`src/rtl/fb_fill_engine_pkg.sv`:
```
// Shared constants, register map and FSM encoding for the
// frame buffer rectangle-fill engine and later blit engines.
package fb_fill_engine_pkg;

    localparam int FB_W   = 320;
    localparam int FB_H   = 240;
    localparam int ADDR_W = 17;

    localparam logic [1:0] REG_ORIGIN = 2'd0;
    localparam logic [1:0] REG_SIZE   = 2'd1;
    localparam logic [1:0] REG_COLOR  = 2'd2;
    localparam logic [1:0] REG_CTRL   = 2'd3;

    localparam int CTRL_START    = 0;
    localparam int CTRL_CLR_DONE = 1;
    localparam int STAT_BUSY     = 0;
    localparam int STAT_DONE     = 1;

    typedef enum logic [1:0] {
        ST_IDLE  = 2'd0,
        ST_SETUP = 2'd1,
        ST_FILL  = 2'd2
    } state_e;

    // y*320 as (y<<8)+(y<<6), keeping the datapath multiplier-free
    function automatic logic [ADDR_W-1:0] row_addr(
        input logic [8:0] y
    );
        logic [ADDR_W-1:0] ye;
        ye = ADDR_W'(y);
        return (ye << 8) + (ye << 6);
    endfunction

endpackage

```
`src/rtl/fb_fill_engine_if.sv`:
```
// CPU register, direct pixel write and frame buffer
// write port bundle of the fill engine.
interface fb_fill_engine_if;
    import fb_fill_engine_pkg::*;

    logic              reg_write;
    logic [1:0]        reg_addr;
    logic [31:0]       reg_wdata;
    logic [31:0]       reg_rdata;
    logic              cpu_fb_write;
    logic [ADDR_W-1:0] cpu_fb_addr;
    logic [31:0]       cpu_fb_wdata;
    logic              fb_write;
    logic [ADDR_W-1:0] fb_addr;
    logic [31:0]       fb_wdata;
    logic              done_pulse;

    modport master (
        output reg_write, reg_addr, reg_wdata,
        output cpu_fb_write, cpu_fb_addr, cpu_fb_wdata,
        input  reg_rdata, fb_write, fb_addr, fb_wdata,
        input  done_pulse
    );

    modport slave (
        input  reg_write, reg_addr, reg_wdata,
        input  cpu_fb_write, cpu_fb_addr, cpu_fb_wdata,
        output reg_rdata, fb_write, fb_addr, fb_wdata,
        output done_pulse
    );

endinterface

```
`src/rtl/fb_rect_clip.sv`:
```
// Combinational clip of a rectangle against the frame
// buffer; empty when nothing of it lies on screen.
module fb_rect_clip
    import fb_fill_engine_pkg::*;
(
    input  logic [8:0] x0,
    input  logic [8:0] y0,
    input  logic [9:0] w,
    input  logic [9:0] h,
    output logic [9:0] w_eff,
    output logic [9:0] h_eff,
    output logic       empty
);

    logic [9:0] room_x;
    logic [9:0] room_y;
    logic       off_x;
    logic       off_y;

    always_comb begin
        off_x  = {1'b0, x0} >= 10'(FB_W);
        off_y  = {1'b0, y0} >= 10'(FB_H);
        room_x = 10'(FB_W) - {1'b0, x0};
        room_y = 10'(FB_H) - {1'b0, y0};
        empty  = off_x || off_y || (w == 10'd0) || (h == 10'd0);
        w_eff  = (w < room_x) ? w : room_x;
        h_eff  = (h < room_y) ? h : room_y;
    end

endmodule

```
`src/rtl/fb_fill_engine.sv`:
```
// Rectangle-fill writer for the 320x240 frame buffer with
// direct CPU pixel writes passed through at priority.
module fb_fill_engine
    import fb_fill_engine_pkg::*;
(
    input  logic            clk_cpu,
    input  logic            reset_n,
    fb_fill_engine_if.slave bus
);

    state_e            state;
    state_e            state_n;
    logic [8:0]        x0_q;
    logic [8:0]        y0_q;
    logic [9:0]        w_q;
    logic [9:0]        h_q;
    logic [11:0]       color_q;
    logic              done_q;
    logic [11:0]       colour_l;
    logic [8:0]        x0_l;
    logic [9:0]        w_eff_l;
    logic [9:0]        h_eff_l;
    logic [9:0]        col;
    logic [9:0]        row;
    logic [ADDR_W-1:0] row_base;
    logic [ADDR_W-1:0] pix_addr;
    logic              fin_q;
    logic [9:0]        clip_w;
    logic [9:0]        clip_h;
    logic              clip_empty;
    logic              wr_origin;
    logic              wr_size;
    logic              wr_color;
    logic              wr_ctrl;
    logic              start;
    logic              clr_done;
    logic              busy;
    logic              setup_empty;
    logic              fill_step;
    logic              col_last;
    logic              last_pix;
    logic              fb_write_q;
    logic [ADDR_W-1:0] fb_addr_q;
    logic [31:0]       fb_wdata_q;
    logic              done_pulse_q;
    logic              unused_bits;

    fb_rect_clip u_clip (
        .x0   (x0_q),
        .y0   (y0_q),
        .w    (w_q),
        .h    (h_q),
        .w_eff(clip_w),
        .h_eff(clip_h),
        .empty(clip_empty)
    );

    assign busy      = (state != ST_IDLE);
    assign wr_origin = bus.reg_write && (bus.reg_addr == REG_ORIGIN);
    assign wr_size   = bus.reg_write && (bus.reg_addr == REG_SIZE);
    assign wr_color  = bus.reg_write && (bus.reg_addr == REG_COLOR);
    assign wr_ctrl   = bus.reg_write && (bus.reg_addr == REG_CTRL);
    assign start     = wr_ctrl && bus.reg_wdata[CTRL_START] && !busy;
    assign clr_done  = wr_ctrl && bus.reg_wdata[CTRL_CLR_DONE];
    assign col_last  = (col == w_eff_l - 10'd1);
    assign last_pix  = col_last && (row == h_eff_l - 10'd1);
    assign pix_addr  = row_base + ADDR_W'(x0_l) + ADDR_W'(col);

    assign unused_bits = ^{bus.reg_wdata[31:26],
                           bus.reg_wdata[15:12],
                           bus.cpu_fb_wdata[31:12]};

    always_ff @(posedge clk_cpu or negedge reset_n) begin
        if (!reset_n) state <= ST_IDLE;
        else          state <= state_n;
    end

    always_comb begin
        state_n     = state;
        setup_empty = 1'b0;
        fill_step   = 1'b0;
        unique case (state)
            ST_IDLE: begin
                if (start) state_n = ST_SETUP;
            end
            ST_SETUP: begin
                if (clip_empty) begin
                    state_n     = ST_IDLE;
                    setup_empty = 1'b1;
                end else begin
                    state_n = ST_FILL;
                end
            end
            ST_FILL: begin
                // a CPU pixel write owns the port; the fill holds
                if (!bus.cpu_fb_write) begin
                    fill_step = 1'b1;
                    if (last_pix) state_n = ST_IDLE;
                end
            end
            default: state_n = ST_IDLE;
        endcase
    end

    always_ff @(posedge clk_cpu or negedge reset_n) begin
        if (!reset_n) begin
            x0_q         <= '0;
            y0_q         <= '0;
            w_q          <= '0;
            h_q          <= '0;
            color_q      <= '0;
            done_q       <= 1'b0;
            colour_l     <= '0;
            x0_l         <= '0;
            w_eff_l      <= '0;
            h_eff_l      <= '0;
            col          <= '0;
            row          <= '0;
            row_base     <= '0;
            fin_q        <= 1'b0;
            done_pulse_q <= 1'b0;
        end else begin
            unique case (1'b1)
                wr_origin: begin
                    x0_q <= bus.reg_wdata[8:0];
                    y0_q <= bus.reg_wdata[24:16];
                end
                wr_size: begin
                    w_q <= bus.reg_wdata[9:0];
                    h_q <= bus.reg_wdata[25:16];
                end
                wr_color: color_q <= bus.reg_wdata[11:0];
                default: ;
            endcase
            if (state == ST_SETUP) begin
                colour_l <= color_q;
                x0_l     <= x0_q;
                w_eff_l  <= clip_w;
                h_eff_l  <= clip_h;
                row_base <= row_addr(y0_q);
                col      <= '0;
                row      <= '0;
            end else if (fill_step && !last_pix) begin
                if (col_last) begin
                    col      <= '0;
                    row      <= row + 10'd1;
                    row_base <= row_base + ADDR_W'(FB_W);
                end else begin
                    col <= col + 10'd1;
                end
            end
            // completion is reported after the last pixel leaves
            fin_q        <= fill_step && last_pix;
            done_pulse_q <= setup_empty || fin_q;
            if (setup_empty || fin_q)  done_q <= 1'b1;
            else if (start || clr_done) done_q <= 1'b0;
        end
    end

    always_ff @(posedge clk_cpu or negedge reset_n) begin
        if (!reset_n) begin
            fb_write_q <= 1'b0;
            fb_addr_q  <= '0;
            fb_wdata_q <= '0;
        end else if (bus.cpu_fb_write) begin
            fb_write_q <= 1'b1;
            fb_addr_q  <= bus.cpu_fb_addr;
            fb_wdata_q <= {20'b0, bus.cpu_fb_wdata[11:0]};
        end else if (fill_step) begin
            fb_write_q <= 1'b1;
            fb_addr_q  <= pix_addr;
            fb_wdata_q <= {20'b0, colour_l};
        end else begin
            fb_write_q <= 1'b0;
        end
    end

    always_comb begin
        bus.reg_rdata            = '0;
        bus.reg_rdata[STAT_BUSY] = busy;
        bus.reg_rdata[STAT_DONE] = done_q;
    end

    assign bus.fb_write   = fb_write_q;
    assign bus.fb_addr    = fb_addr_q;
    assign bus.fb_wdata   = fb_wdata_q;
    assign bus.done_pulse = done_pulse_q;

endmodule
```
`src/flat_wrapper.sv`:
```
// flat-port wrapper written by rule: the top's interface ports become plain ports
module fb_fill_engine_flat import fb_fill_engine_pkg::*;
  (clk_cpu, reset_n, bus_reg_write, bus_reg_addr, bus_reg_wdata, bus_cpu_fb_write, bus_cpu_fb_addr, bus_cpu_fb_wdata, bus_reg_rdata, bus_fb_write, bus_fb_addr, bus_fb_wdata, bus_done_pulse);
  fb_fill_engine_if bus_i ();
  input  logic clk_cpu;
  input  logic reset_n;
  input wire logic [$bits(bus_i.reg_write)-1:0] bus_reg_write;
  input wire logic [$bits(bus_i.reg_addr)-1:0] bus_reg_addr;
  input wire logic [$bits(bus_i.reg_wdata)-1:0] bus_reg_wdata;
  input wire logic [$bits(bus_i.cpu_fb_write)-1:0] bus_cpu_fb_write;
  input wire logic [$bits(bus_i.cpu_fb_addr)-1:0] bus_cpu_fb_addr;
  input wire logic [$bits(bus_i.cpu_fb_wdata)-1:0] bus_cpu_fb_wdata;
  output wire logic [$bits(bus_i.reg_rdata)-1:0] bus_reg_rdata;
  output wire logic [$bits(bus_i.fb_write)-1:0] bus_fb_write;
  output wire logic [$bits(bus_i.fb_addr)-1:0] bus_fb_addr;
  output wire logic [$bits(bus_i.fb_wdata)-1:0] bus_fb_wdata;
  output wire logic [$bits(bus_i.done_pulse)-1:0] bus_done_pulse;
  assign bus_i.reg_write = bus_reg_write;
  assign bus_i.reg_addr = bus_reg_addr;
  assign bus_i.reg_wdata = bus_reg_wdata;
  assign bus_i.cpu_fb_write = bus_cpu_fb_write;
  assign bus_i.cpu_fb_addr = bus_cpu_fb_addr;
  assign bus_i.cpu_fb_wdata = bus_cpu_fb_wdata;
  assign bus_reg_rdata = bus_i.reg_rdata;
  assign bus_fb_write = bus_i.fb_write;
  assign bus_fb_addr = bus_i.fb_addr;
  assign bus_fb_wdata = bus_i.fb_wdata;
  assign bus_done_pulse = bus_i.done_pulse;
  fb_fill_engine u_core (.clk_cpu(clk_cpu), .reset_n(reset_n), .bus(bus_i));
endmodule
```
`config.mk`:
```
export PLATFORM = sky130hd
export DESIGN_NAME = fb_fill_engine_flat
export DESIGN_NICKNAME = d
export VERILOG_FILES = /design/src/rtl/fb_fill_engine_pkg.sv /design/src/rtl/fb_fill_engine_if.sv /design/src/rtl/fb_rect_clip.sv /design/src/rtl/fb_fill_engine.sv /design/src/flat_wrapper.sv
export SDC_FILE = /design/constraint.sdc
export NUM_CORES = 1
export LEC_CHECK = 0
export CAP_MARGIN = 30
export CORE_UTILIZATION = 50
export DETAILED_ROUTE_END_ITERATION = 8
export PLACE_DENSITY_LB_ADDON = 0.12
export REMOVE_ABC_BUFFERS = 1
export SLEW_MARGIN = 20
export SYNTH_ARGS = -nofsm -noshare
export SYNTH_HDL_FRONTEND = slang
export SYNTH_SLANG_ARGS = --single-unit
```
`constraint.sdc`:
```
create_clock -name clk_cpu -period 6.35 [get_ports clk_cpu]
set_input_delay 0.9525 -clock clk_cpu [delete_from_list [all_inputs] [get_ports clk_cpu]]
set_output_delay 0.9525 -clock clk_cpu [all_outputs]
set_load 0.005 [all_outputs]
```
---- Word-level counts from Yosys, hierarchy flattened ----
Cells that the tools add are included.
storage, ports and cells
  bits in registers ....................... 183
  bits of input ports ..................... 87
  output and inout port bits .............. 83
operators by class
  add/subtract/negate cells ............... 10
  magnitude comparators ................... 4
  equality and inequality tests ........... 10
  mux-type cells .......................... 28
  reductions and logical operators ........ 28
operator list
  cell                                                 number
  two-way mux 17 bit                                   5
  two-way mux 10 bit                                   8
  two-way mux 32 bit                                   2
  adder 10 x 1 -> 10 bit, second input constant        2
  == test 10 bit                                       2
  logical NOT 10 bit                                   2
  less-than comparator 10 bit                          2
  subtractor 10 x 1 -> 10 bit, second input constant   2
  adder 17 x 10 -> 17 bit                              1
  adder 17 x 15 -> 17 bit                              1
  adder 17 x 9 -> 17 bit                               1
  adder 17 x 9 -> 17 bit, second input constant        1
  logical AND 1 bit                                    10
  nonzero test 2 bit                                   5
  subtractor 8 x 9 -> 10 bit, first input constant     1
  subtractor 9 x 9 -> 10 bit, first input constant     1
  >= comparator 9 x 8 -> 1 bit, second input constant  1
  >= comparator 9 bit, second input constant           1
  two-way mux 1 bit                                    8
  two-way mux 2 bit                                    4
  == test 2 bit, second input constant                 3
  one-hot mux 2 bit (3 select lines)                   1
  logical OR 1 bit                                     5
  == test 2 x 1 -> 1 bit, second input constant        2
  6 further kinds                                      9

---- Depth between registers and ports, before layout ----
  depth in word-level cells ............... 8
  gate-level depth with buffers ........... 12
  depth with buffers taken out ............ 12

---- Modules after synthesis ----
A second synthesis with hierarchy kept.
second synthesis, totals
  cells, all modules ...................... 1054
  area, all modules ....................... 9833.2 µm²
modules (own cells, without submodules)
  module          times used  cells an instance  area an instance (µm²)  seq. area each (µm²)
  fb_fill_engine  1           918                8817.2                  3928.8
  fb_rect_clip    1           136                1016.0                  0.0

---- Worst setup path before layout ----
OpenSTA, ideal clock, no wires.
  path kind ............................... register -> register
  start ................................... reg u_core.w_eff_l[0]
  end ..................................... reg u_core.row_base[16]
  arrival time ............................ 3.003 ns
  slack ................................... 3.278 ns
  stages on the path, launching flop included .. 12
  path buffers ............................ 1
  clock period less this slack ............ 3.072 ns
  cell sequence ........................... dfrtp_1 -> inv_1 -> ha_1 -> nor2b_1 -> nand2_1 -> or4b_1 -> a211oi_2 -> nand3_1 -> or4_1 -> clkbuf_2 -> or4_1 -> nand3_1
between the ends
  word-level cells in the longest chain between the ends .. 7
  elaborated cells on any way between the ends .. 8
  those cells by class .................... 1 x add/sub; 1 x eq/ne; 6 x reduce/logical
RTL lines
  element                          RTL line               RTL
  start, declared                  fb_fill_engine.sv:21   logic [9:0] w_eff_l;
  start signal, assigned           fb_fill_engine.sv:138  w_eff_l <= clip_w;
  subtractor 10 x 1 -> 10 bit *    fb_fill_engine.sv:65   assign col_last = (col == w_eff_l - 10'd1);
  == test 10 bit *                 fb_fill_engine.sv:65
  logical AND 1 bit                fb_fill_engine.sv:66   assign last_pix = col_last && (row == h_eff_l - 10'd1);
  logical NOT 1 bit                fb_fill_engine.sv:143  end else if (fill_step && !last_pix) begin
  logical AND 1 bit                fb_fill_engine.sv:143
  nonzero test 2 bit (no line)     --
  AND reduction 2 bit (no line) *  --
  end signal, assigned             fb_fill_engine.sv:140  row_base <= row_addr(y0_q);
  end signal, assigned             fb_fill_engine.sv:147  row_base <= row_base + ADDR_W'(FB_W);
  end, declared                    fb_fill_engine.sv:25   logic [ADDR_W-1:0] row_base;
Every way passes the cells marked *; elsewhere a longest branch is shown, timed or not.
A chain may end at the register's enable or synchronous reset.

---- Worst setup path after layout ----
  start ................................... reg u_core.y0_q[0]
  end ..................................... reg u_core.h_eff_l[2]
between the ends
  word-level cells in the longest chain between the ends .. 3
RTL lines
  element                       RTL line               RTL
  start, declared               fb_fill_engine.sv:14   logic [8:0] y0_q;
  start signal, assigned        fb_fill_engine.sv:126  y0_q <= bus.reg_wdata[24:16];
  subtractor 8 x 9 -> 10 bit *  fb_rect_clip.sv:24     room_y = 10'(FB_H) - {1'b0, y0};
  less-than comparator 10 bit   fb_rect_clip.sv:27     h_eff = (h < room_y) ? h : room_y;
  two-way mux 10 bit *          fb_rect_clip.sv:27
  end signal, assigned          fb_fill_engine.sv:139  h_eff_l <= clip_h;
  end, declared                 fb_fill_engine.sv:22   logic [9:0] h_eff_l;
Marks and branches as above.

==> out/qor.txt <==
FMAX -> 285 MHz
cell internal pwr -> 2.84 mW
Critical Path Sink Type -> flip-flop
total CTS buffers -> 17
critical path fanouts, max -> 8
CP arrival -> 3.82 ns
Seq/Total Area, Yosys -> 0.407
Worst setup SP type -> flip-flop
sw frac -> 0.370
grt total ovfl -> 0
HPWL Detailed -> 14900 um
Post-synth EDFFs -> 0
Worst-Skew Late Latency -> 0.43 ns
Tightest Pin Transition -> 0.895 ns
worst min path class -> input port to async pin
Flop pwr share -> 0.340
Required @ worst endpoint -> 6.66 ns
PortBufs -> 89
Pins Over Slew Limit -> 0
Clk Tree Root Cell -> clkbuf_16
Clk network pwr share -> 0.245
routability cong. -> 0.837
Mapped Area -> 0.00966 mm^2
Most common cell on crit path -> ha_1
Hold Fails Final Rpt -> 0
first-pass GRT wire length -> 34700 um
Mean Syn Cell Area -> 9.48 um^2
Mapped Cells -> 1019
layout cells sized above 1 -> 0.116
DRT antenna net count -> 0
CP Class -> flip-flop to flip-flop
leakage power -> 5.19 nW
pin count of the biggest net entering global routing -> 69
crit-path cells -> inv_1 -> ha_1 -> nor3b_1 -> nor2_1 -> xor2_1 -> ha_1 -> o211ai_1 -> a211o_1 -> a21oi_1 -> buf_4 -> mux2i_1 -> mux2_2
MaxCap Viol Count -> 0
Slew Limit Headroom -> 0.404
Synth cell types -> 70
starting DRC count in detailed routing -> 475
Core Region -> 0.0188 mm^2
cts repair resizes -> 0
flops & latches, synth -> 157
Chip Height -> 141 um
min Tclk post-route -> 3.51 ns
die area -> 0.0199 mm^2
hold buffer count at cts -> 0
Initial Util -> 0.513
status -> completed
vias -> 7219
vias in the first global route -> 6729
Finished Cell Area -> 0.0113 mm^2
Worst VDD drop -> 0.000230 V
deepest clock path buffer count -> 2
Final #Nets -> 1235
Tot GR Track Use -> 0.222
max incr delay on CP -> 0.56 ns
main flop type after synthesis -> dfrtp_1
period utilization -> 0.553
DIE WIDTH -> 141 um
total power -> 4.51 mW
TritonCTS clock tree -> done
routed length per placed instance -> 15.2 um
pwr dens -> 400 mW/mm^2
Post-CTS Setup Repair Bufs -> 0
Area Overhead vs Synth -> 16.6%
pre-CTS setup slack -> 2.88 ns
yosys warns -> 0
slack of the critical path -> 2.84 ns
Comb pwr share -> 0.415
n_diodes -> 0
placed inst area -> 0.0106 mm^2
RSZ-0062 raised after global routing -> false
Worst path slowest cell -> a21oi_1
first drt pass iteration count -> 4
DR DRC count -> 0
clk sinks -> 157
H-tree Lvls -> 4
final wirelength -> 20800 um
clock skew -> 0.0109 ns
Post-synth ARST share -> 1.00
initial antenna violation count -> 0
net switching power -> 1.67 mW
Avg Vias per Cell -> 5.28
Clock transition at path regs -> 0.07 ns
Setup TNS Final -> 0 ns
Ports -> 170
Finish-stage setup viols -> 0
row cnt -> 50
## Yosys cell counts (8+ instances only)
cell / instances / share of area
o21ai_0: 69 / 0.036
ha_1: 49 / 0.063
xor2_1: 16 / 0.015
nor2_1: 49 / 0.019
xnor2_1: 30 / 0.027
a21o_1: 17 / 0.013
nand3_1: 22 / 0.011
mux2_2: 59 / 0.069
buf_1: 10 / 0.0039
nand3b_1: 9 / 0.0070
inv_1: 47 / 0.018
or3_1: 8 / 0.0052
buf_4: 52 / 0.040
nor4_1: 8 / 0.0052
mux2i_1: 35 / 0.036
and2_1: 8 / 0.0052
nand2b_1: 12 / 0.0078
nor3b_1: 8 / 0.0062
a31oi_1: 10 / 0.0065
a21oi_1: 26 / 0.013
nand2_1: 149 / 0.058
dfrtp_1: 157 / 0.41
nor3_1: 21 / 0.011
clkbuf_1: 29 / 0.011
and3_1: 8 / 0.0052
nor2b_1: 9 / 0.0058
## critical path, delay by kind of cell (launching register included)
kind                     cells  cell delay (ns)
AND/OR/NAND/NOR              2             0.53
adder cells (fa/ha/maj)      2             0.51
flip-flops                   1             0.48
multiplexers                 2             0.37
XOR/XNOR                     1             0.17
AO/OA/AOI/OAI                3             0.89
buffers and inverters        2             0.42
## final timing paths
check / startpoint / endpoint / slack (ns) / depth (start not counted)
max in group asynchronous: reset_n / u_core.h_eff_l[2] / 4.60 / 2
min in group clk_cpu: u_core.color_q[5] / u_core.colour_l[5] / 0.46 / 2
worst min-delay path: reset_n / u_core.bus.fb_write / 0.45 / 1
worst min register to register: u_core.color_q[5] / u_core.colour_l[5] / 0.46 / 2
worst max register to register: u_core.y0_q[0] / u_core.h_eff_l[2] / 2.84 / 12
worst max-delay path: u_core.y0_q[0] / u_core.h_eff_l[2] / 2.84 / 12
## placed cells by master, fill, tap and decap left out, types with 9 or more instances in the layout
cell             instances
mux2i_1                 35
mux2_2                  59
nand3b_1                 9
a31oi_1                 10
xor2_1                  16
clkdlybuf4s50_1         87
nor3_1                  21
nand2b_1                10
xnor2_1                 30
nand2_1                149
o21ai_0                 69
conb_1                  50
a21o_1                  17
clkbuf_16               17
nor2_1                  49
buf_4                   10
inv_1                   47
dfrtp_1                157
a21oi_1                 26
nand3_1                 22
ha_1                    49
## power by group through the flow
stage	registers (mW)	logic [mW]	clock network, mW
2_1_floorplan	1.47	1.36	0
3_3_place_gp	1.54	1.83	0
3_5_place_dp	1.55	1.86	0
4_1_cts	1.53	1.88	1.12
5_1_grt	1.58	2.10	1.17
6_report	1.53	1.87	1.10
## kinds of logic after synthesis
family | synth area share
AO/OA/AOI/OAI | 0.123
XOR/XNOR | 0.0417
adder cells (fa/ha/maj) | 0.0738
buffers and inverters | 0.0765
flip-flops | 0.407
multiplexers | 0.105
other | 0.000388
AND/OR/NAND/NOR | 0.173
## sequential cells by signal, summed over array words and instances, names as in the netlist
signal	flops
u_core.bus.fb_wdata	12
u_core.w_eff_l	10
u_core.x0_q	9
u_core.bus.fb_addr	17
u_core.x0_l	9
u_core.bus.done_pulse	1
u_core.row_base	11
u_core.color_q	12
u_core.fin_q	1
u_core.y0_q	9
u_core.row	10
u_core.done_q	1
u_core.col	10
u_core.h_q	10
u_core.colour_l	12
u_core.state	2
u_core.w_q	10
u_core.h_eff_l	10
u_core.bus.fb_write	1
## area by class of cell
type / instances / area [um^2]
tap: 260 / 325
fill: 1635 / 7560
timing repair buffer: 102 / 1010
clock buffer: 18 / 439
inverter: 47 / 176
sequential: 157 / 3930
clock inverter: 14 / 195
multi-input combinational: 769 / 5190
## through the flow
stage          std cells  utilization  hold WS [ns]
2_1_floorplan        973            -         0.425
3_3_place_gp        1331        0.562         0.443
5_1_grt             1367        0.598         0.476
3_5_place_dp        1334        0.563         0.454
4_1_cts             1366        0.597         0.462
6_report            1367        0.598         0.450
## metal layers
| metal | global-route usage | routed length, um | up-vias |
|---|---|---|---|
| met2 | 0.343 | 9140 | 172 |
| met5 | 0 | 0 | - |
| met4 | 0.0606 | 286 | 0 |
| met3 | 0.0408 | 747 | 20 |
| li1 | - | - | 3616 |
| met1 | 0.320 | 10600 | 3411 |
Power figures use the tool's default switching activity.
